$ cat config.mk
export PLATFORM = sky130hd
export DESIGN_NAME = conv_acc_relu_flat
export DESIGN_NICKNAME = d
export VERILOG_FILES = /design/src/rtl/conv_pkg.sv /design/src/rtl/conv_acc_relu_if.sv /design/src/rtl/requant_relu.sv /design/src/rtl/conv_acc_relu.sv /design/src/flat_wrapper.sv
export SDC_FILE = /design/constraint.sdc
export NUM_CORES = 1
export LEC_CHECK = 0
export ABC_AREA = 1
export CORE_MARGIN = 3
export CORE_UTILIZATION = 45
export CTS_CLUSTER_DIAMETER = 200
export DETAILED_ROUTE_END_ITERATION = 7
export PLACE_DENSITY = 0.67
export SYNTH_ARGS = -nofsm -noshare
export SYNTH_HDL_FRONTEND = slang
export SYNTH_SLANG_ARGS = --single-unit
$ cat constraint.sdc
create_clock -name iclk -period 3.16 [get_ports iclk]
set_clock_uncertainty 0.05 [all_clocks]
set_input_delay 0.948 -clock iclk [delete_from_list [all_inputs] [get_ports iclk]]
set_output_delay 0.948 -clock iclk [all_outputs]
set_load 0.05 [all_outputs]
$ cat src/rtl/conv_pkg.sv
// Shared definitions for the convolution accumulate/requantise/ReLU output stage.
package conv_pkg;

  localparam int DATA_W  = 8;
  localparam int ACC_W   = 24;
  localparam int SHIFT_W = 4;

  localparam logic signed [ACC_W-1:0] ACC_MAX = {1'b0, {(ACC_W-1){1'b1}}};
  localparam logic signed [ACC_W-1:0] ACC_MIN = {1'b1, {(ACC_W-1){1'b0}}};

  typedef enum logic [1:0] {
    IDLE,
    ACC,
    FIN,
    OUT
  } state_e;

endpackage

$ cat src/rtl/conv_acc_relu_if.sv
// Upstream partial-sum stream and downstream activation handshake of conv_acc_relu.
interface conv_acc_relu_if #(
  parameter int pDATA_W = conv_pkg::DATA_W,
  parameter int pACC_W  = conv_pkg::ACC_W
);

  logic                        ivalid;
  logic                        ilast;
  logic signed [2*pDATA_W-1:0] idata;
  logic signed [pACC_W-1:0]    ibias;
  logic [conv_pkg::SHIFT_W-1:0] ishift;
  logic                        ordy;
  logic                        ovalid;
  logic                        iready;
  logic [pDATA_W-1:0]          odata;
  logic                        oovf;

  modport slave (
    input  ivalid, ilast, idata, ibias, ishift, iready,
    output ordy, ovalid, odata, oovf
  );

  modport master (
    output ivalid, ilast, idata, ibias, ishift, iready,
    input  ordy, ovalid, odata, oovf
  );

endinterface

$ cat src/rtl/requant_relu.sv
// Arithmetic right shift of the accumulator, then ReLU and clamp to the unsigned pixel range.
module requant_relu
  import conv_pkg::*;
#(
  parameter int pDATA_W = DATA_W,
  parameter int pACC_W  = ACC_W
) (
  input  logic signed [pACC_W-1:0]  acc,
  input  logic [SHIFT_W-1:0]        shift,
  output logic [pDATA_W-1:0]        value
);

  logic signed [pACC_W-1:0] shifted;

  // NOTE: every variable written in always_comb gets a default first, so no path can infer a latch.
  always_comb begin
    shifted = acc >>> shift;
    value   = shifted[pDATA_W-1:0];
    if (shifted[pACC_W-1]) begin
      value = '0;
    end else if (|shifted[pACC_W-2:pDATA_W]) begin
      value = '1;
    end
  end

endmodule

$ cat src/rtl/conv_acc_relu.sv
// Accumulates a group of signed partial sums onto a bias with saturation, then emits one
// requantised ReLU pixel through a valid/ready handshake.
module conv_acc_relu
  import conv_pkg::*;
#(
  parameter int pDATA_W = DATA_W,
  parameter int pACC_W  = ACC_W
) (
  input  logic           iclk,
  input  logic           irst_n,
  conv_acc_relu_if.slave bus
);

  localparam logic signed [pACC_W-1:0] SAT_MAX = {1'b0, {(pACC_W-1){1'b1}}};
  localparam logic signed [pACC_W-1:0] SAT_MIN = {1'b1, {(pACC_W-1){1'b0}}};

  state_e                   state_q, state_d;
  logic signed [pACC_W-1:0] acc_q, acc_d;
  logic                     ovf_q, ovf_d;
  logic [SHIFT_W-1:0]       shift_q, shift_d;
  logic                     ovalid_q, ovalid_d;
  logic [pDATA_W-1:0]       odata_q, odata_d;
  logic                     oovf_q, oovf_d;

  logic                     ordy;
  logic                     beat;
  logic signed [pACC_W-1:0] add_a;
  logic [pACC_W:0]          sum_w;
  logic                     sat_hit;
  logic signed [pACC_W-1:0] sat_sum;
  logic [pDATA_W-1:0]       relu_val;

  assign ordy = (state_q == IDLE) || (state_q == ACC);
  assign beat = bus.ivalid && ordy;

  // The first beat adds onto the bias, later beats onto the running accumulator.
  always_comb begin
    add_a   = (state_q == IDLE) ? bus.ibias : acc_q;
    sum_w   = {add_a[pACC_W-1], add_a}
            + {{(pACC_W+1-2*pDATA_W){bus.idata[2*pDATA_W-1]}}, bus.idata};
    sat_hit = sum_w[pACC_W] ^ sum_w[pACC_W-1];
    sat_sum = sum_w[pACC_W-1:0];
    if (sat_hit) begin
      sat_sum = sum_w[pACC_W] ? SAT_MIN : SAT_MAX;
    end
  end

  requant_relu #(
    .pDATA_W (pDATA_W),
    .pACC_W  (pACC_W)
  ) u_requant_relu (
    .acc   (acc_q),
    .shift (shift_q),
    .value (relu_val)
  );

  always_comb begin
    state_d  = state_q;
    acc_d    = acc_q;
    ovf_d    = ovf_q;
    shift_d  = shift_q;
    ovalid_d = ovalid_q;
    odata_d  = odata_q;
    oovf_d   = oovf_q;
    unique case (state_q)
      IDLE: begin
        if (beat) begin
          acc_d   = sat_sum;
          shift_d = bus.ishift;
          ovf_d   = sat_hit;
          state_d = bus.ilast ? FIN : ACC;
        end
      end
      ACC: begin
        if (beat) begin
          acc_d   = sat_sum;
          ovf_d   = ovf_q | sat_hit;
          state_d = bus.ilast ? FIN : ACC;
        end
      end
      FIN: begin
        odata_d  = relu_val;
        oovf_d   = ovf_q;
        ovalid_d = 1'b1;
        state_d  = OUT;
      end
      OUT: begin
        if (bus.iready) begin
          ovalid_d = 1'b0;
          ovf_d    = 1'b0;
          state_d  = IDLE;
        end
      end
      default: state_d = IDLE;
    endcase
  end

  // NOTE: sequential state uses non-blocking assignments so every flop samples pre-edge values.
  always_ff @(posedge iclk) begin
    if (!irst_n) begin
      state_q  <= IDLE;
      acc_q    <= '0;
      ovf_q    <= 1'b0;
      shift_q  <= '0;
      ovalid_q <= 1'b0;
      odata_q  <= '0;
      oovf_q   <= 1'b0;
    end else begin
      state_q  <= state_d;
      acc_q    <= acc_d;
      ovf_q    <= ovf_d;
      shift_q  <= shift_d;
      ovalid_q <= ovalid_d;
      odata_q  <= odata_d;
      oovf_q   <= oovf_d;
    end
  end

  assign bus.ordy   = ordy;
  assign bus.ovalid = ovalid_q;
  assign bus.odata  = odata_q;
  assign bus.oovf   = oovf_q;

endmodule

$ cat src/flat_wrapper.sv
// flat-port wrapper written by rule: the top's interface ports become plain ports
module conv_acc_relu_flat import conv_pkg::*;
#(
  parameter int pDATA_W = DATA_W,
  parameter int pACC_W  = ACC_W
)
  (iclk, irst_n, bus_ivalid, bus_ilast, bus_idata, bus_ibias, bus_ishift, bus_iready, bus_ordy, bus_ovalid, bus_odata, bus_oovf);
  conv_acc_relu_if #(.pDATA_W(pDATA_W), .pACC_W(pACC_W)) bus_i ();
  input  logic iclk;
  input  logic irst_n;
  input wire logic [$bits(bus_i.ivalid)-1:0] bus_ivalid;
  input wire logic [$bits(bus_i.ilast)-1:0] bus_ilast;
  input wire logic [$bits(bus_i.idata)-1:0] bus_idata;
  input wire logic [$bits(bus_i.ibias)-1:0] bus_ibias;
  input wire logic [$bits(bus_i.ishift)-1:0] bus_ishift;
  input wire logic [$bits(bus_i.iready)-1:0] bus_iready;
  output wire logic [$bits(bus_i.ordy)-1:0] bus_ordy;
  output wire logic [$bits(bus_i.ovalid)-1:0] bus_ovalid;
  output wire logic [$bits(bus_i.odata)-1:0] bus_odata;
  output wire logic [$bits(bus_i.oovf)-1:0] bus_oovf;
  assign bus_i.ivalid = bus_ivalid;
  assign bus_i.ilast = bus_ilast;
  assign bus_i.idata = bus_idata;
  assign bus_i.ibias = bus_ibias;
  assign bus_i.ishift = bus_ishift;
  assign bus_i.iready = bus_iready;
  assign bus_ordy = bus_i.ordy;
  assign bus_ovalid = bus_i.ovalid;
  assign bus_odata = bus_i.odata;
  assign bus_oovf = bus_i.oovf;
  conv_acc_relu #(.pDATA_W(pDATA_W), .pACC_W(pACC_W)) u_core (.iclk(iclk), .irst_n(irst_n), .bus(bus_i));
endmodule
# --- Yosys cells after proc, flatten, opt, wreduce, memory -nomap -nowiden ---
# Cells that the tools add are included.
word_totals:
  regBits: 41
  wordCells: 44
  in_bits: 49
  out_inout_bits: 11
op_classes:
  n_reduce_logical: 12
  addsub: 1
  muxes: 14
  eq_ne: 7
  bitwise: 2
  shifts: 1
ops:
  columns: ["cell", "count"]
  rows:
  - ["24-bit 2-to-1 mux", 3]
  - ["24-bit by 16-bit adder with 25-bit output", 1]
  - ["24-bit by 4-bit >>> shifter with 24-bit output", 1]
  - ["8-bit 2-to-1 mux", 2]
  - ["15-bit OR reduction", 1]
  - ["2-bit AND reduction", 4]
  - ["2-bit 2-to-1 mux", 3]
  - ["2-bit by 1-bit != test with 1-bit output (second input constant)", 3]
  - ["2-bit case mux with 3 select lines", 1]
  - ["2-bit == test (second input constant)", 2]
  - ["4-bit AND reduction", 1]
  - ["1-bit 2-to-1 mux", 3]
  - ["1-bit case mux with 3 select lines", 1]
  - ["3-bit nonzero test", 1]
  - ["2-bit by 1-bit == test with 1-bit output (second input constant)", 1]
  - ["2-bit zero test", 1]
  - ["2-bit != test (second input constant)", 1]
  - ["1-bit case mux with 2 select lines", 1]
  - ["2-bit nonzero test", 1]
  - ["2-bit OR reduction", 1]
  - ["1-bit logical AND", 1]
  - ["1-bit logical OR", 1]
  - ["1-bit bitwise OR", 1]
  - ["1-bit bitwise XOR", 1]

# --- Depth between registers and ports, before layout ---
# Gate-level depths: netlist of run 1.
logic_depth:
  depth_word: 7
  depth_mapped: 21
  depth_no_buf: 18

# --- By module ---
# Synthesis of run 1 repeated with hierarchy kept, for this count alone.
unflattened:
  cells_unflattened: 766
  area_unflattened_um2: 4388.0
modules_own_cells:
  columns: ["mod", "cells_each", "n_inst", "area_per_inst_um2"]
  rows:
  - ["conv_acc_relu", 537, 1, 3259.4]
  - ["requant_relu", 229, 1, 1128.6]

# --- Worst setup path before layout of run 1 ---
# No wires, ideal clock.
synth_path:
  path_kind: "in2reg"
  from: "in bus_ibias[0]"
  to: "reg u_core.acc_q[10]"
  path_slack_ns: 0.233
  required_ns: 2.988
  arrival_ns: 2.756
  path_stages: 15
  path_buffers: 1
  setup_ns: 0.122
  cell_sequence: "nand2_1 > o21ai_0 > ha_1 > fa_1 > nand2_1 > nand2_1 > nand3_1 > nand2_2 > nand2_1 > nand3_1 > nand2_1 > nand2_2 > a21oi_4 > buf_6 > a21oi_2"
synth_via:
  elab_chain_len: 4
  word_cells_on_any_way: 5
  cone_classes: "add/sub: 1; mux: 3; bitwise: 1"
synth_rtl:
  columns: ["element", "line_no", "source"]
  rows:
  - ["start: declaration", "flat_wrapper.sv:14", "input wire logic [$bits(bus_i.ibias)-1:0] bus_ibias;"]
  - ["24-bit 2-to-1 mux (*)", "conv_acc_relu.sv:38", "add_a = (state_q == IDLE) ? bus.ibias : acc_q;"]
  - ["24-bit by 16-bit adder with 25-bit output (*)", "conv_acc_relu.sv:40", "+ {{(pACC_W+1-2*pDATA_W){bus.idata[2*pDATA_W-1]}}, bus.idata};"]
  - ["24-bit 2-to-1 mux / 1-bit bitwise XOR (equally long branches)", "conv_acc_relu.sv:44, conv_acc_relu.sv:41", null]
  - ["24-bit 2-to-1 mux (*)", "conv_acc_relu.sv:43", "if (sat_hit) begin"]
  - ["end signal: assignment", "conv_acc_relu.sv:102", "acc_q <= '0;"]
  - ["end signal: assignment", "conv_acc_relu.sv:110", "acc_q <= acc_d;"]
  - ["end: declaration", "conv_acc_relu.sv:18", "logic signed [pACC_W-1:0] acc_q, acc_d;"]
# Every way passes the cells marked *; elsewhere a longest branch is shown, timed or not.
# A chain may end at the register's enable or synchronous reset.

# --- Worst setup path in the final report of run 1 ---
layout_path:
  from: "in bus_ibias[10]"
  to: "reg u_core.acc_q[11]"
# The elaborated chain is that of the path after synthesis.

==> results_dict.tcl, run 1 <==
set metrics [dict create \
    dieHeight_um 105 \
    placed_cell_area_sq_um 5710 \
    hold_viol_final 0 \
    synth_top_cell_by_area "nand2_1" \
    wl_met1_mm 6.33 \
    seq_area_frac_synth 0.184 \
    fillers 894 \
    setup_viol 0 \
    totalWireLength_mm 14.8 \
    peakVddDrop_v 0.000217 \
    maxCapViolations 0 \
    relSlewSlack 0.570 \
    grt_max_degree 31 \
    synth_compound_area_frac 0.184 \
    synth_nets 839 \
    io_pins 60 \
    place_hpwl_mm 12.0 \
    final_area_sq_um 6110 \
    drc 0 \
    worstMarginPinSlew_ps 644 \
    overflow 0 \
    worst-path-stages 19 \
    synth_cells 765 \
    setup.worst_path.start_class "input port" \
    met2_length_mm 7.30 \
    power.switching_mw 1.30 \
    dr_wl_met3_um 708 \
    status "finished clean" \
    hold_buffers 0 \
    drt_iter0_markers 213 \
    rr_worst_depth 17 \
    fin_cells 1024 \
    cts_tree "built" \
    num_vias 5401 \
    synth.area.top_cells "nand2_1, dfxtp_1, nand3_1" \
    synth_adder_area_share 0.0720 \
    place_ws_ps -248 \
    crit_top_cell "nand2_1" \
    clockBufferDepth 2 \
    grt_pass1_wl_mm 23.6 \
    yosysUniqueCellTypes 39 \
    fin_crit_sh 0.973 \
    start_util 0.473 \
    slowest_stage "clkdlybuf4s50_1" \
    cp_max_fo 6 \
    timing.fmax_mhz 325 \
    grt_pass1_vias 5148 \
    numCtsBuffers 5 \
    critical_path_buf_inv_count 5 \
    holdWs_ps 420 \
    ys_warn_count 0 \
    drive_gt1_frac 0.209 \
    place_inst 1011 \
    cts.sinks 41 \
    nNetsFinal 968 \
    reg2reg_from "u_core.state_q[0]" \
    p_clk_frac 0.138 \
    synth-xor-area-share 0.0295 \
    swShare 0.451 \
    worstSetupEndpoint "u_core.acc_q[11]" \
    detail-route-antenna-nets 0 \
    layout_commonest_cell "nand2_1" \
    worstSetupStartpoint "bus_ibias[10]" \
    clk_latency_ps 300 \
    highest_layer "met4" \
    r2r_slack_ps 310 \
    htreeDepth 2 \
    required_ps 3300 \
    powerDensity_nw_per_um2 473 \
    cp.arrival_ps 3210 \
    areaGrowthSynthToFinish_pct 37.2 \
    path_cells "clkdlybuf4s50_1 > nand2_1 > nand2_1 > ha_1 > buf_4 > nand2_2 > inv_1 > nand2_1 > nand2_1 > nand2_1 > nand2_1 > nand2_2 > nand3_2 > nand2_1 > nand2_1 > a21oi_4 > buf_12 > clkbuf_16 > a21oi_2" \
    fin_ws_ps 85.2 \
    die_w_um 105 \
    synth_top_family_by_area "simple AND/OR/NAND/NOR gates" \
    comb_power_share 0.635 \
    leakagePower_nw 2.89 \
    hp-class "reg2reg" \
    die-area_sq_um 11100 \
    rows 35 \
    path_class "in2reg" \
    worstSetupEndpointType "register" \
    antenna_cells 0 \
    wl_per_cell_um 14.4 \
    critPathMaxStageDelay_ps 450 \
    io_buffers 59 \
    ys_ff_latch 41 \
    muxShareOfSynthArea 0.00225 \
    path_clk_slew_ps 90 \
    coreArea_sq_um 9420 \
    synthSimpleGateAreaFrac 0.437 \
    crit_family "buffers and inverters" \
    drtPass1Iterations 5 \
    synth_top_area_frac 0.247 \
    synth.avg_cell_area_sq_um 5.82 \
    layout_common_cells "nand2_1, buf_4, nand3_1" \
    gp_congestion 0.946 \
    vias_per_cell 5.27 \
    synth_area_sq_um 4450 \
    power_frac_seq 0.227 \
    internal_power_mw 1.58 \
    drv_slew 0 \
    grt_usage 0.258 \
    post-route-min-period_ps 3070 \
    crit-reg2reg-capture "u_core.acc_q[11]" \
    antenna_found_initial 0 \
    cts_root_buf "clkbuf_8" \
]
## cell families (layout without fill, tap and decap cells)
family	count (synthesis)	in the layout
AO/OA/AOI/OAI	137	137
XOR/XNOR	15	15
adder cells (fa/ha/maj)	25	25
buffers and inverters	92	222
flip-flops	41	41
multiplexers	1	1
AND/OR/NAND/NOR	454	454
## registers in the layout, summed over array words and instances, names as in the netlist
name	count
u_core.acc_q	24
u_core.bus.odata	8
u_core.bus.oovf	1
u_core.bus.ovalid	1
u_core.ovf_q	1
u_core.shift_q	4
u_core.state_q	2
## Yosys cell counts (all sizes together)
library cell	number
clkbuf	14
nor2	47
inv	60
o21bai	6
xor2	9
a21boi	1
nand3	67
a22oi	1
nand4	17
a21oi	68
o221ai	1
nand3b	1
a31oi	3
or2	5
nand2	309
a311o	1
xnor2	6
dfxtp	41
and2	2
nor3	6
buf	17
clkinv	1
fa	1
o21ai	56
ha	24
mux2i	1
## worst min path at each step
stage / start / end / slack (ps) / cells after the start
2_1_floorplan: u_core.ovf_q / u_core.bus.oovf / 430 / 2
4_1_cts: u_core.bus.odata[5] / u_core.bus.odata[5] / 420 / 2
3_3_place_gp: u_core.bus.odata[3] / u_core.bus.odata[3] / 400 / 2
6_report: u_core.bus.odata[5] / u_core.bus.odata[5] / 420 / 2
5_1_grt: u_core.bus.odata[7] / u_core.bus.odata[7] / 430 / 2
3_5_place_dp: u_core.bus.odata[5] / u_core.bus.odata[5] / 410 / 2
## power by group through the flow
stage          combinational, mW  sequential, mW  clock (mW)
4_1_cts                     1.69           0.652       0.402
6_report                    1.83           0.654       0.398
3_5_place_dp                1.69           0.664           0
3_3_place_gp                1.66           0.661           0
5_1_grt                     2.02           0.663       0.415
2_1_floorplan               1.06           0.665           0
## area by class of cell
type,instances,area [sq um],share of cell area
clock inverters,1,8.76,0.00143
multi-input cells,632,3420,0.560
inverters,61,229,0.0375
well taps,129,161,0.0264
repair buffers,153,1370,0.224
clock buffers,7,96.3,0.0158
flip-flops and latches,41,821,0.134
## worst min-delay path, stage by stage, from the launching register on
cell and delay [ps]:
dfxtp_1 320, nand2_1 60, a21oi_1 50
## what timing repair did
action,CTS,global route
resized for setup,0,41
endpoints found under the setup margin,0,25
buffers inserted,0,2
## layer usage
metal,up-vias,global-route usage
met2,151,0.453
li1,2761,-
met3,33,0.0288
met5,-,0
met4,0,0.0937
met1,2456,0.323
## per-stage QoR
step | util | TNS [ps] | total power [mW]
after global routing | 0.649 | -236 | 3.10
after CTS | 0.618 | 0 | 2.75
final | 0.649 | 0 | 2.89
after detailed placement | 0.607 | -5560 | 2.35
after global placement | 0.607 | -5260 | 2.32
after floorplan | - | 0 | 1.72
Note: power is estimated with default switching activity, not from simulation.
==> run 2: changes to the inputs <==
--- a/config.mk
+++ b/config.mk
@@ -11,6 +11,7 @@
 export CTS_CLUSTER_DIAMETER = 200
 export DETAILED_ROUTE_END_ITERATION = 7
 export PLACE_DENSITY = 0.67
+export REMOVE_ABC_BUFFERS = 1
 export SYNTH_ARGS = -nofsm -noshare
 export SYNTH_HDL_FRONTEND = slang
 export SYNTH_SLANG_ARGS = --single-unit
==> run 2 against run 1 <==
Via count grew 1.5%. Non-clock buffer count grew 6. Maximum frequency shrank 0.54%. Die area is the same.
==> results_dict.tcl, run 2 (synthesis gave the netlist of run 1 again) <==
set metrics [dict create \
    fillers 848 \
    wl_per_cell_um 15.0 \
    relSlewSlack 0.578 \
    areaGrowthSynthToFinish_pct 41.0 \
    reg2reg_from "u_core.state_q[0]" \
    nNetsFinal 977 \
    post-route-min-period_ps 3090 \
    grt_pass1_vias 5166 \
    place_hpwl_mm 11.9 \
    numCtsBuffers 5 \
    worstMarginPinSlew_ps 632 \
    fin_crit_sh 0.978 \
    drt_iter0_markers 262 \
    clk_latency_ps 290 \
    layout_common_cells "nand2_1, buf_4, nand3_1" \
    detail-route-antenna-nets 0 \
    timing.fmax_mhz 323 \
    hold_buffers 0 \
    powerDensity_nw_per_um2 470 \
    io_pins 60 \
    num_vias 5482 \
    top_register "u_core.acc_q" \
    maxCapViolations 0 \
    leakagePower_nw 2.94 \
    path_clk_slew_ps 80 \
    antenna_cells 0 \
    rows 35 \
    start_util 0.473 \
    drv_slew 0 \
    cts_tree "built" \
    final_util 0.666 \
    clockBufferDepth 2 \
    setup_viol 0 \
    status "finished clean" \
    drc 0 \
    totalWireLength_mm 15.5 \
    gp_congestion 0.972 \
    layout_commonest_cell "nand2_1" \
    worstSetupEndpointType "register" \
    antenna_found_initial 0 \
    hp-class "reg2reg" \
    cp.arrival_ps 3230 \
    io_buffers 59 \
    hold_viol_final 0 \
    grt_usage 0.260 \
    overflow 0 \
    vias_per_cell 5.31 \
    min_from "u_core.bus.odata[7]" \
    drive_gt1_frac 0.228 \
    peakVddDrop_v 0.000188 \
    holdWs_ps 419 \
    dieHeight_um 105 \
    worstSetupStartpoint "bus_ibias[7]" \
    path_class "in2reg" \
    required_ps 3300 \
    grt_pass1_wl_mm 23.8 \
    coreArea_sq_um 9420 \
    cts_root_buf "clkbuf_8" \
    cts.sinks 41 \
    fin_setup_tns_ps 0 \
    cp_max_fo 6 \
    die-area_sq_um 11100 \
    largest_register_ffs 24 \
    setup.worst_path.start_class "input port" \
    die_w_um 105 \
    grt_max_degree 31 \
    htreeDepth 2 \
    drtPass1Iterations 5 \
]
==> run 2: cell count changes in the layout (fill, tap and decap cells not counted), sizes merged <==
| cell | before | now |
|---|---|---|
| buf | 92 | 97 |
| clkinvlp | 0 | 3 |
| clkbuf | 9 | 10 |
| clkdlybuf4s50 | 59 | 58 |
| dlymetal6s2s | 0 | 1 |
| inv | 61 | 60 |
| nand2 | 309 | 310 |
==> run 2: cell type report <==
cell class,count,area (sq um),area share
clock buffers,7,96.3,0.0154
clock inverters,1,8.76,0.00140
inverters,61,233,0.0371
multi-input cells,633,3500,0.558
flip-flops and latches,41,821,0.131
well taps,129,161,0.0257
repair buffers,159,1440,0.230
repair inverters,2,15.0,0.00239
==> run 2: metrics by stage <==
| step | cells | total power [mW] | setup slack, ps | area (sq um) |
|---|---|---|---|---|
| 3_5_place_dp | 1012 | 2.34 | -297 | 5720 |
| 6_report | 1033 | 2.95 | 68.4 | 6270 |
| 2_1_floorplan | 734 | 1.67 | -730 | 4280 |
| 5_1_grt | 1033 | 3.17 | -29.4 | 6270 |
| 4_1_cts | 1020 | 2.73 | 6.42 | 5830 |
| 3_3_place_gp | 1012 | 2.32 | -253 | 5720 |
==> run 2: routing by layer <==
metal | wire length [um] | GRT usage | share of wire
met3 | 533 | 0.0220 | 0.034
met5 | 0 | 0 | 0
met4 | 347 | 0.0769 | 0.022
met2 | 7880 | 0.454 | 0.51
met1 | 6760 | 0.339 | 0.44
==> run 2: report_power, final <==
group	switching [mW]	leakage [nW]	internal, mW
sequential	0.0679	0.339	0.583
combinational	1.08	2.55	0.825
clock	0.191	0.0549	0.202
==> run 2: path summary, 6_finish.rpt <==
check	endpoint	depth (start not counted)	slack (ps)
max	u_core.acc_q[18]	16	70
min	u_core.bus.odata[7]	2	420
max reg2reg	u_core.acc_q[18]	17	200
min reg2reg	u_core.bus.odata[7]	2	420
==> run 2: what timing repair did <==
action                                 CTS  global route
setup endpoints to repair                0            25
resized for setup                        0            58
endpoints found under the hold margin    0             0
setup buffers                            0             6
==> run 2: critical path, stage by stage <==
cell and delay, ps:
clkdlybuf4s50_1 460, nand2_1 50, o21ai_1 130, ha_2 360, nand2_2 120, inv_1 60, a21oi_2 160, nand2_2 90
nand2_2 80, nand3_1 100, nand2_1 90, nand2_2 70, a21oi_4 150, buf_12 140, clkbuf_16 150, a21oi_1 60
